<file path="src/rtl/game_ctrl.sv">
// game_ctrl: frame-rate game sequencer (TITLE -> PLAY -> DYING -> OVER).
//
// Ports:
//   clk_pix    in   pixel clock, only clock
//   rst_pix    in   asynchronous active-high reset
//   frame      in   one-cycle pulse at start of frame
//   hit        in   frog/hazard collision, any cycle, any duration
//   btn_start  in   start button level, synchronous to clk_pix
//   state      out  [1:0] 0 TITLE, 1 PLAY, 2 DYING, 3 OVER (FSM debug view)
//   run        out  high only in PLAY (gates sprite motion)
//   dying      out  high only in DYING
//   respawn    out  one-cycle pulse requesting sprite position re-init
//   lives      out  [1:0] remaining lives
//   score      out  [15:0] 4-digit BCD score, [15:12] most significant
//   hiscore    out  [15:0] 4-digit BCD best completed-game score
//
// Handshakes: there is no valid/ready traffic here; frame and the start
// edge are single-cycle qualifiers sampled on the clk_pix rising edge, and
// every output is a register updated on that same edge.
module game_ctrl #(
  parameter int LIVES        = 3,
  parameter int SCORE_FRAMES = 60,
  parameter int DIE_FRAMES   = 120,
  parameter int OVER_FRAMES  = 180
) (
  input  logic        clk_pix,
  input  logic        rst_pix,
  input  logic        frame,
  input  logic        hit,
  input  logic        btn_start,
  output logic [1:0]  state,
  output logic        run,
  output logic        dying,
  output logic        respawn,
  output logic [1:0]  lives,
  output logic [15:0] score,
  output logic [15:0] hiscore
);

  localparam logic [1:0] ST_TITLE = 2'd0;
  localparam logic [1:0] ST_PLAY  = 2'd1;
  localparam logic [1:0] ST_DYING = 2'd2;
  localparam logic [1:0] ST_OVER  = 2'd3;

  // One shared frame timer, sized for the longest phase.
  localparam int MAXP_SD = (SCORE_FRAMES > DIE_FRAMES) ? SCORE_FRAMES : DIE_FRAMES;
  localparam int MAXP    = (MAXP_SD > OVER_FRAMES) ? MAXP_SD : OVER_FRAMES;
  localparam int TW      = (MAXP > 1) ? $clog2(MAXP) : 1;

  localparam logic [TW-1:0] SCORE_LAST = TW'(SCORE_FRAMES - 1);
  localparam logic [TW-1:0] DIE_LAST   = TW'(DIE_FRAMES - 1);
  localparam logic [TW-1:0] OVER_LAST  = TW'(OVER_FRAMES - 1);
  localparam logic [1:0]    LIVES_INIT = 2'(LIVES);
  localparam logic [15:0]   SCORE_MAX  = 16'h9999;

  logic          btn_q;
  logic          hit_lat;
  logic [TW-1:0] ftimer;
  logic          start_pe;
  logic          hit_eff;

  assign start_pe = btn_start & ~btn_q;
  // A hit seen earlier in the frame, or on the frame cycle itself, counts.
  assign hit_eff  = hit_lat | hit;

  // Ripple BCD increment; a 9 digit wraps to 0 and carries upward.
  function automatic logic [15:0] bcd_inc(input logic [15:0] v);
    logic [15:0] r;
    logic        c;
    r = v;
    c = 1'b1;
    for (int i = 0; i < 4; i++) begin
      if (c) begin
        if (r[4*i +: 4] == 4'd9) begin
          r[4*i +: 4] = 4'd0;
        end else begin
          r[4*i +: 4] = r[4*i +: 4] + 4'd1;
          c = 1'b0;
        end
      end
    end
    return r;
  endfunction

  always_ff @(posedge clk_pix or posedge rst_pix) begin
    if (rst_pix) begin
      state   <= ST_TITLE;
      run     <= 1'b0;
      dying   <= 1'b0;
      respawn <= 1'b0;
      lives   <= 2'd0;
      score   <= 16'h0000;
      hiscore <= 16'h0000;
      btn_q   <= 1'b0;
      hit_lat <= 1'b0;
      ftimer  <= '0;
    end else begin
      btn_q   <= btn_start;
      respawn <= 1'b0;

      // The latch only arms during PLAY; every frame consumes it.
      if (frame) begin
        hit_lat <= 1'b0;
      end else if (state == ST_PLAY && hit) begin
        hit_lat <= 1'b1;
      end

      case (state)
        ST_TITLE: begin
          if (start_pe) begin
            state   <= ST_PLAY;
            run     <= 1'b1;
            dying   <= 1'b0;
            lives   <= LIVES_INIT;
            score   <= 16'h0000;
            respawn <= 1'b1;
            ftimer  <= '0;
          end
        end

        ST_PLAY: begin
          if (frame) begin
            if (hit_eff) begin
              state  <= ST_DYING;
              run    <= 1'b0;
              dying  <= 1'b1;
              ftimer <= '0;
            end else if (ftimer == SCORE_LAST) begin
              ftimer <= '0;
              if (score != SCORE_MAX) begin
                score <= bcd_inc(score);
              end
            end else begin
              ftimer <= ftimer + 1'b1;
            end
          end
        end

        ST_DYING: begin
          if (frame) begin
            if (ftimer == DIE_LAST) begin
              ftimer <= '0;
              dying  <= 1'b0;
              if (lives == 2'd1) begin
                state <= ST_OVER;
                run   <= 1'b0;
                lives <= 2'd0;
                // Packed BCD digits order the same as binary.
                if (score > hiscore) begin
                  hiscore <= score;
                end
              end else begin
                state   <= ST_PLAY;
                run     <= 1'b1;
                lives   <= lives - 2'd1;
                respawn <= 1'b1;
              end
            end else begin
              ftimer <= ftimer + 1'b1;
            end
          end
        end

        default: begin // ST_OVER
          if (start_pe && ftimer == OVER_LAST) begin
            state   <= ST_PLAY;
            run     <= 1'b1;
            dying   <= 1'b0;
            lives   <= LIVES_INIT;
            score   <= 16'h0000;
            respawn <= 1'b1;
            ftimer  <= '0;
          end else if (frame && ftimer != OVER_LAST) begin
            ftimer <= ftimer + 1'b1;
          end
        end
      endcase
    end
  end

endmodule
</file>
<file path="config.mk">
export PLATFORM = sky130hd
export DESIGN_NAME = game_ctrl
export DESIGN_NICKNAME = d
export VERILOG_FILES = /design/src/rtl/game_ctrl.sv
export SDC_FILE = /design/constraint.sdc
export NUM_CORES = 1
export LEC_CHECK = 0
export ABC_AREA = 1
export CORE_MARGIN = 5
export CORE_UTILIZATION = 30
export DETAILED_ROUTE_END_ITERATION = 6
export HOLD_SLACK_MARGIN = 0.03
export PLACE_DENSITY = 0.48
export SYNTH_ARGS = -nofsm -noshare
export SYNTH_HDL_FRONTEND = slang
export SYNTH_SLANG_ARGS = --single-unit
</file>
<file path="constraint.sdc">
create_clock -name clk_pix -period 2.7 [get_ports clk_pix]
set_clock_uncertainty 0.2 [all_clocks]
set_input_delay 0.675 -clock clk_pix [delete_from_list [all_inputs] [get_ports clk_pix]]
set_output_delay 0.675 -clock clk_pix [all_outputs]
set_load 0.005 [all_outputs]
</file>
==> out/results.tsv <==
stage	metric	value	unit
detailed_routing	ant_nets	0	
clocking	ctsRootBufferMaster	clkbuf_8	
setup_path	ff2ff_setup_slack	440	ps
final_layout	layout_common_cells	129 x nand2_1, 49 x inv_1, 49 x dfrtp_1	
clocking	cts_num_sinks	49	
yosys	synth_cells	435	
clocking	clock_path_buffers	2	
setup_path	rr_endpoint	state[1]	
pwr	leakagePower	2.053	nW
job	cap_violations	0	
yosys	synth.distinct_cells	30	
clocking	htreeDepth	2	
yosys	syn_area	3271	sq um
final_layout	drive_gt1_share	8.537	%
final_layout	area_growth	23.14	%
setup_path	end_kind	primary output	
sta	setup_viol	0	
clocking	cts_setup_buffers	0	
yosys	ys_ff_latch	49	
setup_path	slowest_stage	clkdlybuf4s50_1	
detailed_routing	num_vias	2922	
place	dp.final_hpwl	6.161	mm
setup_path	cp_top_family	buffers and inverters	
sta	tightest_slew	418.0	ps
worst_hold_path	hold_path_class	flip-flop to flip-flop	
final_layout	final_net_count	527	
setup_path	crit_type	flip-flop to primary output	
floorplanning	die-area	13090	sq um
floorplanning	die_w	114.4	um
clocking	ctsResizeCount	0	
sta	final.min_clock_period	2298	ps
clocking	cts_tree	built	
setup_path	endpoint	score[8]	
global_route	grt_start_max_net_pins	34	
sta	fmax	0.4352	GHz
place	port-buffer-count	43	
floorplanning	rows	38	
setup_path	worstPathRequired	1820	ps
yosys	ys_seq_area_share	37.49	%
status	outcome	finished, final reports clean	
setup_path	path_max_fanout	8	
sta	finalSetupTns	0	ps
clocking	hold_buffers	0	
final_layout	final_common_cell	nand2_1	
global_route	grt_first_pass_wirelength	13.83	mm
pwr	ir_worst_vdd	0.0003178	V
clocking	clkTransAtPathRegs	100	ps
floorplanning	io_pins	44	
place	gp_congestion	0.8487	
global_route	top_usage_layer	met2	
global_route	met1_usage	16.66	%
clocking	cts_buffers	5	
setup_path	worst-path-stages	1	
sta	final-max-slew-violation-count	0	
floorplanning	core_area	10750	sq um
final_layout	num_antenna_cells	0	
global_route	overflow	0	
final_layout	fill_cells	1176	
floorplanning	die_y	114.4	um
global_route	grt_pass1_vias	2909	
sta	rsz0062_at_grt	false	
final_layout	multi_input_comb_area	1803	sq um
sta	fin_crit_sh	85.10	%
floorplanning	start_util	30.44	%
yosys	ys.flop_type	dfrtp_1	
global_route	grt_use_met3	1.956	%
global_route	met2_usage	22.27	%
worst_hold_path	hold_depth	2	
sta	hold_viol	0	
detailed_routing	wire_per_inst	12.53	um
setup_path	cp_slowest_stage_delay	570	ps
sta	holdWs	301.6	ps
detailed_routing	via_per_inst	4.623	
detailed_routing	drc	0	
sta	slew_headroom	71.84	%
setup_path	start_kind	flip-flop	
setup_path	reg2reg_depth	9	
setup_path	timing.critical_path.from	score[8]	
yosys	synth_fp_nets	471	
global_route	antenna_found_initial	0	
setup_path	cp_cell_sequence	clkdlybuf4s50_1	
yosys	synth_warnings	0	
setup_path	worst-path-buf-inv	1	
clocking	insertion_delay	310	ps
yosys	synth_area_per_cell	7.519	sq um
global_route	grt_usage	12.87	%
final_layout	final-seq-area	1226	sq um
detailed_routing	finalWirelength	7.919	mm
setup_path	cp.arrival	1420	ps
setup_path	worstReg2RegStart	state[0]	
detailed_routing	first_pass_iters	5	
yosys	synth_edf_count	0	
pwr	p_per_area	754.0	nW/um^2
yosys	ys_async_sr_fraction	100.0	%
detailed_routing	dr.first_iter.drc_count	166	
-- worst min-delay path by stage --
stage | from | end | slack, ps
6_report | run | run | 300
5_1_grt | hiscore[8] | hiscore[8] | 330
4_1_cts | dying | dying | 310
3_5_place_dp | dying | dying | 280
3_3_place_gp | run | run | 280
2_1_floorplan | hit_lat | hit_lat | 270
-- registers in the layout, summed over array words and instances (netlist names) --
name / cells
hiscore: 16
score: 16
ftimer: 8
lives: 2
state: 2
btn_q: 1
dying: 1
hit_lat: 1
respawn: 1
run: 1
-- cell usage after synthesis, types with 3 or more instances --
library cell  number  share of area (%)
a21oi_1           11                1.7
dfrtp_1           49                 37
ha_1              31                 12
inv_1             50                5.7
inv_2              3               0.34
nand2_1          129                 15
nand2_2            3               0.57
nand3_1           48                7.3
nand3_2            4                1.2
nand3b_1           7                1.6
nand4_1            6                1.1
nor2_1            42                4.8
nor2_2             5               0.96
nor2_4             3                1.0
nor3_1             4               0.61
o21ai_0           18                2.8
xnor2_1            3               0.80
xor2_1             5                1.3
-- cells by family after synthesis --
| logic type | after synthesis | synth area share [%] |
|---|---|---|
| AND/OR/NAND/NOR | 255 | 35.12 |
| XOR/XNOR | 8 | 2.142 |
| buffers and inverters | 59 | 7.383 |
| flip-flops | 49 | 37.49 |
| AO/OA/AOI/OAI | 33 | 6.006 |
| adder cells (fa/ha/maj) | 31 | 11.86 |
-- power by group --
group          switching, mW  internal (mW)
logic                  0.987          0.609
registers              0.132          0.842
clock network          0.278          0.189
-- stage by stage --
stage	area, sq um	setup WS [ps]	utilization (%)	power (mW)	cells
floorplan	3271	651.4	-	2.040	435
global placement	3933	151.5	36.60	2.597	624
detailed placement	3933	180.8	36.60	2.609	624
CTS	4028	393.2	37.48	3.096	632
global route	4028	107.3	37.48	3.362	632
finish	4028	402.2	37.48	3.037	632
-- final cells by class --
type / instances / share of cell area, %
Clock inverter: 3 / 0.6524
Clock buffer: 5 / 1.709
Sequential cell: 49 / 30.44
Tap cell: 140 / 4.349
Multi-Input combinational cell: 327 / 44.77
Inverter: 54 / 5.033
Timing Repair Buffer: 54 / 13.05
-- routing by layer --
metal / vias up / share of wire [%] / routed length [um]
met5: - / 0 / 0
met4: 0 / 1.2 / 92
met3: 10 / 3.8 / 304
met2: 58 / 47 / 3749
met1: 1347 / 48 / 3773
li1: 1507 / - / -
No activity file was read; power rests on OpenSTA's default activity.
